### src/rtl/fp16_exp_norm.sv
// Half-precision multiplier back end: unbias, normalize, round-to-nearest-even, pack.
// Two-stage valid/ready pipeline; stage 1 aligns the product, stage 2 rounds and classifies.
module fp16_exp_norm #(
   parameter int EXP_W = 5,
   parameter int MAN_W = 10,
   parameter int BIAS  = 15
) (
   input  logic                     clk,
   input  logic                     rst_n,
   input  logic                     in_valid,
   output logic                     in_ready,
   input  logic [EXP_W:0]           exp_sum,
   input  logic                     exp_cout,
   input  logic                     sign_a,
   input  logic                     sign_b,
   input  logic                     in_zero,
   input  logic [2*(MAN_W+1)-1:0]   mant_prod,
   output logic                     out_valid,
   input  logic                     out_ready,
   output logic [EXP_W+MAN_W:0]     result,
   output logic                     ovf,
   output logic                     unf
);

   localparam int PW = 2 * (MAN_W + 1);
   localparam int RW = 1 + EXP_W + MAN_W;
   localparam int EW = EXP_W + 4;

   localparam logic signed [EW-1:0] E_MAX  = EW'((1 << EXP_W) - 1);
   localparam logic signed [EW-1:0] E_ZERO = '0;
   localparam logic signed [EW-1:0] E_ONE  = EW'(1);
   localparam logic signed [EW-1:0] E_BIAS = EW'(BIAS);

   typedef struct packed {
      logic                   sign;
      logic signed [EW-1:0]   e;
      logic [MAN_W-1:0]       frac;
      logic                   guard;
      logic                   sticky;
      logic                   zero;
   } s1_t;

   s1_t                    s1_d;
   s1_t                    s1_q;
   logic                   s1_valid;
   logic                   advance;
   logic                   accept;
   logic signed [EW-1:0]   e_base;

   logic                   rnd;
   logic [MAN_W:0]         frac_sum;
   logic [MAN_W-1:0]       frac_n;
   logic signed [EW-1:0]   e_n;
   logic                   is_zero;
   logic                   is_ovf;
   logic                   is_unf;
   logic [RW-1:0]          res_d;
   logic                   ovf_d;
   logic                   unf_d;

   assign advance  = !out_valid || out_ready;
   assign in_ready = advance || !s1_valid;
   assign accept   = in_valid && in_ready;

   // Stage 1: remove bias and align so the hidden bit sits just above frac
   always_comb begin
      s1_d      = '0;
      s1_d.sign = sign_a ^ sign_b;
      s1_d.zero = in_zero;
      e_base    = EW'({exp_cout, exp_sum}) - E_BIAS;
      if (mant_prod[PW-1]) begin
         s1_d.e      = e_base + E_ONE;
         s1_d.frac   = mant_prod[PW-2 -: MAN_W];
         s1_d.guard  = mant_prod[PW-2-MAN_W];
         s1_d.sticky = |mant_prod[PW-3-MAN_W:0];
      end else begin
         s1_d.e      = e_base;
         s1_d.frac   = mant_prod[PW-3 -: MAN_W];
         s1_d.guard  = mant_prod[PW-3-MAN_W];
         s1_d.sticky = |mant_prod[PW-4-MAN_W:0];
      end
   end

   always_ff @(posedge clk or negedge rst_n) begin
      if (!rst_n) begin
         s1_valid <= 1'b0;
         s1_q     <= '0;
      end else if (accept) begin
         s1_valid <= 1'b1;
         s1_q     <= s1_d;
      end else if (advance) begin
         s1_valid <= 1'b0;
      end
   end

   // Stage 2: round to nearest even; an all-ones carry bumps the exponent
   always_comb begin
      rnd      = s1_q.guard & (s1_q.sticky | s1_q.frac[0]);
      frac_sum = {1'b0, s1_q.frac} + {{MAN_W{1'b0}}, rnd};
      if (frac_sum[MAN_W]) begin
         frac_n = '0;
         e_n    = s1_q.e + E_ONE;
      end else begin
         frac_n = frac_sum[MAN_W-1:0];
         e_n    = s1_q.e;
      end
   end

   assign is_zero = s1_q.zero;
   assign is_ovf  = !s1_q.zero && (e_n >= E_MAX);
   assign is_unf  = !s1_q.zero && (e_n <= E_ZERO);

   always_comb begin
      res_d = {s1_q.sign, e_n[EXP_W-1:0], frac_n};
      ovf_d = 1'b0;
      unf_d = 1'b0;
      unique case (1'b1)
         is_zero: begin
            res_d = {s1_q.sign, {(RW-1){1'b0}}};
         end
         is_ovf: begin
            res_d = {s1_q.sign, {EXP_W{1'b1}}, {MAN_W{1'b0}}};
            ovf_d = 1'b1;
         end
         is_unf: begin
            res_d = {s1_q.sign, {(RW-1){1'b0}}};
            unf_d = 1'b1;
         end
         default: ;
      endcase
   end

   always_ff @(posedge clk or negedge rst_n) begin
      if (!rst_n) begin
         out_valid <= 1'b0;
         result    <= '0;
         ovf       <= 1'b0;
         unf       <= 1'b0;
      end else if (advance) begin
         out_valid <= s1_valid;
         if (s1_valid) begin
            result <= res_d;
            ovf    <= ovf_d;
            unf    <= unf_d;
         end
      end
   end

endmodule

### config.mk
export PLATFORM = sky130hd
export DESIGN_NAME = fp16_exp_norm
export DESIGN_NICKNAME = d
export VERILOG_FILES = /design/src/rtl/fp16_exp_norm.sv
export SDC_FILE = /design/constraint.sdc
export NUM_CORES = 1
export LEC_CHECK = 0
export ABC_AREA = 1
export CAP_MARGIN = 20
export CORE_ASPECT_RATIO = 1.25
export CORE_MARGIN = 3
export CORE_UTILIZATION = 51
export DETAILED_ROUTE_END_ITERATION = 16
export PLACE_DENSITY = 0.8
export RECOVER_POWER = 25
export SYNTH_ARGS = -nofsm -noshare
export SYNTH_HDL_FRONTEND = slang
export SYNTH_SLANG_ARGS = --single-unit
### constraint.sdc
create_clock -name clk -period 2.73 [get_ports clk]
set_input_delay 0.546 -clock clk [delete_from_list [all_inputs] [get_ports clk]]
set_output_delay 0.546 -clock clk [all_outputs]
set_load 0.05 [all_outputs]
# Word level (Yosys, flattened, before mapping)
# Index checks and enable logic that the tools add are counted.
# word_totals
ff_bits,43
input_bits,36
# classes
addsub,4
order_cmp,2
mux,8
bitwise,3
reduce_logical,13
# op_table
cell,n
15-bit one-hot mux with 2 select lines,1
21-bit 2-to-1 mux,1
10-bit by 1-bit adder with 11-bit output,1
10-bit 2-to-1 mux,1
10-bit OR reduction,1
8-bit by 2-bit adder with 9-bit output (second input constant),1
9-bit by 2-bit adder with 9-bit output (second input constant),1
9-bit by 6-bit >= comparator with 1-bit output (second input constant),1
9-bit by 1-bit <= comparator with 1-bit output (second input constant),1
9-bit 2-to-1 mux,1
9-bit OR reduction,1
7-bit by 4-bit subtractor with 8-bit output (second input constant),1
1-bit 2-to-1 mux,4
1-bit logical AND,3
1-bit logical NOT,3
1-bit logical OR,2
2-bit AND reduction,1
2-bit nonzero test,1
2-bit OR reduction,1
1-bit AND,1
1-bit OR,1
1-bit XOR,1

# Logic depth before layout (Yosys ltp)
# Gate-level depths: netlist (run 1).
# logic_depth
word_depth,8
mapped_depth,16

# Worst setup path after synthesis (run 1)
# No wires, ideal clock.
# synth_timing
path_kind,register to register
start,register out_valid
end,register s1_q[1] in the netlist's numbering
t_arrival_ns,2.185
required_ns,2.599
slack_ns,0.413
stages_incl_launch_ff,8
cell_sequence,dfrtp_1 nand3_1 nand2_1 inv_1 clkbuf_1 clkbuf_1 o41ai_1 nand2_1
# synth_via
elab_chain_cells,4
# synth_rtl
item,line,rtl
from (decl),18,"output logic out_valid,"
from (signal assigned),140,out_valid <= s1_valid;
1-bit logical NOT,61,assign advance = !out_valid || out_ready;
1-bit logical OR,61,
1-bit logical OR,62,assign in_ready = advance || !s1_valid;
via in_ready,11,"output logic in_ready,"
1-bit logical AND,63,assign accept = in_valid && in_ready;
to (signal assigned),87,s1_q <= '0;
to (signal assigned),90,s1_q <= s1_d;
to (decl),44,s1_t s1_q;
# The timed path passes the listed nets, and every way through them passes these cells.
# A chain may end at the register's enable or synchronous reset.

# Worst setup path after layout (run 1)
# layout_timing
start,register s1_q[2] in the netlist's numbering
end,register result[10]
# layout_via
elab_chain_cells,7
word_cells_on_any_way,9
classes_between,1 x add/sub; 2 x order compare; 2 x mux; 1 x bitwise; 3 x reduce/logical
# layout_rtl
item,line,rtl
1-bit AND (*),98,rnd = s1_q.guard & (s1_q.sticky | s1_q.frac[0]);
10-bit by 1-bit adder with 11-bit output (*),99,"frac_sum = {1'b0, s1_q.frac} + {{MAN_W{1'b0}}, rnd};"
9-bit 2-to-1 mux (*),100,if (frac_sum[MAN_W]) begin
9-bit by 1-bit <= comparator with 1-bit output,111,assign is_unf = !s1_q.zero && (e_n <= E_ZERO);
1-bit logical AND,111,
2-bit OR reduction (no source line),-,
15-bit one-hot mux with 2 select lines (*),117,unique case (1'b1)
to (signal assigned),142,result <= res_d;
to (decl),20,"output logic [EXP_W+MAN_W:0] result,"
# Every way passes the cells marked *; elsewhere a longest branch is shown, timed or not.

==> reports/metrics.yaml, run 1 <==
status:
  outcome: "complete, but fails checks"
  violations: "max-capacitance violations, max-slew violations"
synth:
  synth_top_flop_cell: "dfrtp_1"
  synthAdderAreaFrac_pct: 2.35
  synthArstFlopShare_pct: 100
  netlist.area_leader.share_pct: 40.4
  yosysMostFrequentCell: "nand2_1"
  synth_area_leaders: "dfrtp_1, nand2_1, nand3_1, nor2_1, inv_1"
  ys_seq_area_share_pct: 40.4
  syn_nets: 410
  yosysTopAreaCell: "dfrtp_1"
  syn-cell-area_sq_um: 2670
  avgSynthCellArea_sq_um: 7.22
  muxShareOfSynthArea_pct: 0
  yosys-top-cells-count: "nand2_1, dfrtp_1, nor2_1"
  synth-xor-area-share_pct: 4.27
  synth_seq_cells: 43
  yosysUniqueCellTypes: 29
  synth_compound_area_share_pct: 7.70
  synth_top_family_by_area: "simple AND/OR/NAND/NOR gates"
  synth_edf_count: 0
  syn-instance-count: 369
  yosys.area_share.simple_pct: 38.0
  synth_warnings: 0
worst_setup_path:
  worst_setup_path_start_kind: "register"
  timing.rr.start: "s1_q[2]"
  worstPathRequired_ps: 2960
  crit_type: "reg2reg"
  r2r_slack_ps: 400
  critical_path.most_common_cell: "nand2_1"
  crit_family: "simple AND/OR/NAND/NOR gates"
  cp.arrival_ps: 2570
  reg2regPathDepth: 15
  path_buf_inv: 1
  worst_setup_path_end_kind: "register"
  cp_slowest_stage_delay_ps: 380
  cp.depth: 15
  path_cells: "nand2_1 > inv_1 > ha_1 > nand3_2 > nor2_4 > nand2_2 > nand2_1 > nand2_1 > nand2_1 > nor2_1 > nand2_1 > nand4_2 > nor2_4 > nand3_1 > nand2_1"
  worstPathMaxFanout: 12
  r2r_end: "result[10]"
  slowest_stage: "dfrtp_1"
finish:
  area_growth_pct: 26.4
  diodes: 0
  final_nets: 465
  fin_cells: 485
  final_cell_area_sq_um: 3370
  drive_gt1_share_pct: 8.00
  nFillCells: 441
floorplanning:
  die_h_microns: 86.8
  io_pins: 56
  dieArea_sq_um: 6130
  initial_core_util_pct: 54.3
  core.rowCount: 28
  die_w_microns: 70.7
  core_area_sq_um: 4900
sta:
  worst_slew_pin_slew_ps: 2140
  fin_crit_sh_pct: 85.5
  skew_ps: 7.72
  rsz0062_at_grt: "false"
  finalSetupViolations: 0
  fin_crit_ps: 2330
  relSlewSlack_pct: -42.7
  fin_tns_setup_ps: 0
  final_hold_viol_count: 0
  slew_viol_final: 44
  fmax_mhz: 428
detailed_routing:
  ant_nets: 0
  drc: 0
  wirelength_microns: 5740
  route.vias.total: 2483
  vias_per_cell: 5.12
  dr.pass1.iters: 4
  wl_per_cell_microns: 11.8
  drt-initial-drc-count: 117
worst_hold_path:
  whs_endpoint: "result[15]"
  hp-class: "reg2reg"
  hold_depth: 2
  hold_start: "s1_q[22]"
placed_design:
  place_area_sq_um: 3250
  portBuffers: 55
  dp.cells: 477
  gp_congestion: 0.868
  hpwl_microns: 4480
cts:
  cts_tree: "done"
  clk_pin_slew_ps: 80
  postCtsHoldBufs: 0
  cts_max_path_buffers: 2
  cts_setup_buffers: 0
  cts-root-buf: "clkbuf_8"
  cts_made_buffers: 5
  cts.sinks: 43
  clk_latency_ps: 300
  cts.repair.resized: 0
  h-tree-depth: 2
global_routing:
  track_usage_pct: 20.2
  antenna_found_initial: 0
  grt_pass1_wl_microns: 10000
  grt_pass1_vias: 2384
  overflow: 0
  grt_max_degree: 44
pwr:
  p_leak_nw: 1.64
  peakVddDrop_mv: 0.353
  powerDensity_nw_per_um2: 688
job:
  cap_violations: 1
-- per-layer routing --
metal / GRT usage [%] / vias to the layer above / wire length (microns)
met5: 0 / - / 0
met4: 7.52 / 0 / 101
met3: 4.29 / 8 / 314
met2: 36.9 / 73 / 2860
met1: 23.1 / 1105 / 2460
li1: - / 1297 / -
-- placed cells by master (no fill, tap or decap), drive strengths merged, types with 9 or more instances in the layout --
| cell | count |
|---|---|
| nand3 | 34 |
| o21ai | 15 |
| inv | 32 |
| clkdlybuf4s50 | 53 |
| xor2 | 10 |
| nor2 | 40 |
| dfrtp | 43 |
| nand4 | 9 |
| a31oi | 9 |
| nand2 | 139 |
-- sequential cells by signal (all words and copies together) (netlist names) --
register	count
result	16
ovf	1
is_zero	1
s1_valid	1
unf	1
out_valid	1
s1_q	22
-- worst reg2reg max path: stages (launching register included) --
cell     delay, ps
dfrtp_1        380
nand2_1         70
inv_1           70
ha_1           250
nand3_2        150
nor2_4         270
nand2_2        140
nand2_1         90
nand2_1         80
nand2_1         70
nor2_1          40
nand2_1         90
nand4_2        120
nor2_4         260
nand3_1        120
nand2_1         70
-- cell type report --
type                       instances  area, sq um  share of cell area (%)
clock inverter                     2         35.0                    1.04
inverter                          34          128                    3.79
multi-input combinational        280         1390                    41.4
clock buffer                       6         82.6                    2.45
timing repair buffer              60          579                    17.2
sequential                        43         1080                    31.9
tap                               60         75.1                    2.23
-- kinds of logic after synthesis --
logic type / Yosys count
adders and majority gates: 5
and+or+nand+nor: 227
buffers and inverters: 46
AOI/OAI and AO/OA: 35
xor gates and xnor gates: 13
DFF: 43
-- stage by stage --
step           worst slack, ps  hold slack [ps]  util (%)  power [W]
2_1_floorplan              413              250         -    0.00151
3_3_place_gp               427              464      66.3    0.00181
3_5_place_dp               403              466      66.3    0.00183
4_1_cts                    409              409      68.7    0.00233
5_1_grt                    111              511      68.7    0.00246
6_report                   396              481      68.7    0.00232
-- report_power, final --
group / internal, W / total (W) / switching, W
Sequential: 0.000768 / 0.000864 / 0.0000965
Clock: 0.000296 / 0.000503 / 0.000208
Combinational: 0.000333 / 0.000950 / 0.000618
-- worst max-delay path by stage --
stage                  to        from  slack (ps)
2_1_floorplan     s1_q[1]   out_valid         410
4_1_cts        result[10]     s1_q[2]         410
3_5_place_dp     s1_q[20]  exp_sum[0]         400
6_report       result[10]     s1_q[2]         400
3_3_place_gp     s1_q[20]  exp_sum[0]         430
5_1_grt        result[11]     s1_q[2]         110
(Power assumes the default switching activity.)
==> run 2, diff against run 1 <==
--- a/config.mk
+++ b/config.mk
@@ -11,7 +11,7 @@
 export CORE_MARGIN = 3
 export CORE_UTILIZATION = 51
 export DETAILED_ROUTE_END_ITERATION = 16
-export PLACE_DENSITY = 0.8
+export PLACE_DENSITY_LB_ADDON = 0.15
 export RECOVER_POWER = 25
 export SYNTH_ARGS = -nofsm -noshare
 export SYNTH_HDL_FRONTEND = slang
==> reports/metrics.yaml, run 2 (synthesis results as in run 1) <==
status:
  outcome: "finished, final reports clean"  # was complete, but fails checks
global_routing:
  antenna_found_initial: 0  # unchanged
  overflow: 0  # unchanged
  grt_pass1_wl_microns: 10300  # was 10000 microns
  track_usage_pct: 20.5  # was 20.2%
  grt_pass1_vias: 2406  # was 2384
  grt_max_degree: 44  # unchanged
job:
  cap_violations: 0  # was 1
placed_design:
  place_area_sq_um: 3250  # unchanged
  dp_slack_ps: 394  # was 403 ps
  hpwl_microns: 4570  # was 4480 microns
  dp.cells: 477  # unchanged
  portBuffers: 55  # unchanged
  gp_congestion: 0.845  # was 0.868
pwr:
  p_leak_nw: 1.63  # was 1.64 nW
  finalPower_w: 0.00224  # was 0.00232 W
  powerDensity_nw_per_um2: 669  # was 688 nW/um^2
  peakVddDrop_mv: 0.263  # was 0.353 mV
floorplanning:
  core.rowCount: 28  # unchanged
  initial_core_util_pct: 54.3  # unchanged
  die_h_microns: 86.8  # unchanged
  die_w_microns: 70.7  # unchanged
  io_pins: 56  # unchanged
  dieArea_sq_um: 6130  # unchanged
  core_area_sq_um: 4900  # unchanged
worst_setup_path:
  worstPathMaxFanout: 12  # unchanged
  cp_slowest_stage_delay_ps: 370  # was 380 ps
  path_cells: "nand2_1 > inv_1 > ha_1 > nand3_2 > nor2_4 > nand2_2 > inv_2 > nand3_1 > xor2_1 > inv_1 > nand2_2 > nor2_4 > nand3_1 > nand2_1"  # was nand2_1 > inv_1 > ha_1 > nand3_2 > nor2_4 > nand2_2 > nand2_1 > nand2_1 > nand2_1 > nor2_1 > nand2_1 > nand4_2 > nor2_4 > nand3_1 > nand2_1
  worstPathRequired_ps: 2960  # about the same
  timing.rr.start: "s1_q[3]"  # was s1_q[2]
  reg2regPathDepth: 14  # was 15
  r2r_slack_ps: 420  # was 400 ps
  r2r_end: "result[10]"  # unchanged
  crit_type: "reg2reg"  # unchanged
  crit_family: "simple AND/OR/NAND/NOR gates"  # unchanged
  path_buf_inv: 3  # was 1
  slowest_stage: "dfrtp_1"  # unchanged
  worst_setup_path_start_kind: "register"  # unchanged
  worst_setup_path_end_kind: "register"  # unchanged
  cp.arrival_ps: 2550  # was 2570 ps
sta:
  fin_tns_setup_ps: 0  # unchanged
  slew_viol_final: 0  # was 44
  fmax_mhz: 432  # was 428 MHz
  finalSetupViolations: 0  # unchanged
  skew_ps: 3.77  # was 7.72 ps
  fin_crit_ps: 2310  # was 2330 ps
  relSlewSlack_pct: 32.8  # was -42.7%
  fin_crit_sh_pct: 84.7  # was 85.5%
  final_hold_viol_count: 0  # unchanged
  worst_slew_pin_slew_ps: 1010  # was 2140 ps
  finalWorstSetupSlack_ps: 416  # was 396 ps
  rsz0062_at_grt: "false"  # unchanged
finish:
  top_regs: "s1_q: 22 flops, result: 16 flops"  # unchanged
  final_nets: 465  # unchanged
  final_cell_area_sq_um: 3350  # was 3370 sq um
  largest_register_ffs: 22  # unchanged
  fin_cells: 485  # unchanged
  drive_gt1_share_pct: 8.00  # unchanged
  area_growth_pct: 25.8  # was 26.4%
  top_register: "s1_q"  # unchanged
  final_common_cell: "nand2_1"  # unchanged
  diodes: 0  # unchanged
  final_cell_mix: "nand2_1, clkdlybuf4s50_1, dfrtp_1"  # unchanged
detailed_routing:
  drt-initial-drc-count: 115  # was 117
  ant_nets: 0  # unchanged
  dr.pass1.iters: 4  # unchanged
  vias_per_cell: 5.13  # was 5.12
  drc: 0  # unchanged
  route.vias.total: 2489  # was 2483
  wirelength_microns: 5690  # was 5740 microns
  wl_per_cell_microns: 11.7  # was 11.8 microns
cts:
  cts.repair.resized: 0  # unchanged
  cts_tree: "done"  # unchanged
  cts-root-buf: "clkbuf_8"  # unchanged
  cts_made_buffers: 5  # unchanged
  h-tree-depth: 2  # unchanged
  cts.sinks: 43  # unchanged
  cts_setup_buffers: 0  # unchanged
  postCtsHoldBufs: 0  # unchanged
  clk_pin_slew_ps: 70  # was 80 ps
  cts_max_path_buffers: 2  # unchanged
  clk_latency_ps: 290  # was 300 ps
worst_hold_path:
  hp-class: "in2async"  # was reg2reg
==> run 2: worst max-delay path by stage <==
| stage | start | end | slack, ps | depth (start not counted) |
|---|---|---|---|---|
| 3_3_place_gp | exp_sum[0] | s1_q[20] | 420 | 9 |
| 6_report | s1_q[3] | result[10] | 420 | 14 |
| 5_1_grt | s1_q[3] | result[1] | 150 | 15 |
| 3_5_place_dp | exp_sum[0] | s1_q[20] | 390 | 9 |
| 4_1_cts | s1_q[3] | result[10] | 420 | 14 |
| 2_1_floorplan | out_valid | s1_q[1] | 410 | 7 |
==> run 2: metrics by stage <==
step / hold slack (ps) / util (%)
final: 409 / 68.4
after global routing: 514 / 68.4
after CTS: 419 / 68.4
after detailed placement: 471 / 66.3
after global placement: 464 / 66.3
after floorplan: 250 / -
==> run 2: metal layers <==
metal | vias up | routed length [microns] | GRT usage (%)
met2 | 66 | 2800 | 37.2
met5 | - | 0 | 0
met4 | 0 | 87 | 6.67
met3 | 10 | 300 | 3.71
met1 | 1113 | 2500 | 24.3
li1 | 1300 | - | -
==> run 2: area by class of cell <==
type | count | area [sq um]
Fill cell | 420 | 1550
Sequential cell | 43 | 1080
Multi-Input combinational cell | 280 | 1390
Clock buffer | 8 | 100
Tap cell | 60 | 75.1
Timing Repair Buffer | 60 | 581
Inverter | 34 | 128
==> run 2: power by group <==
part / internal, W / total [W] / switching [W]
Sequential: 0.000768 / 0.000864 / 0.0000962
Combinational: 0.000333 / 0.000950 / 0.000617
Clock: 0.000231 / 0.000429 / 0.000198
Total: 0.00133 / 0.00224 / 0.000912
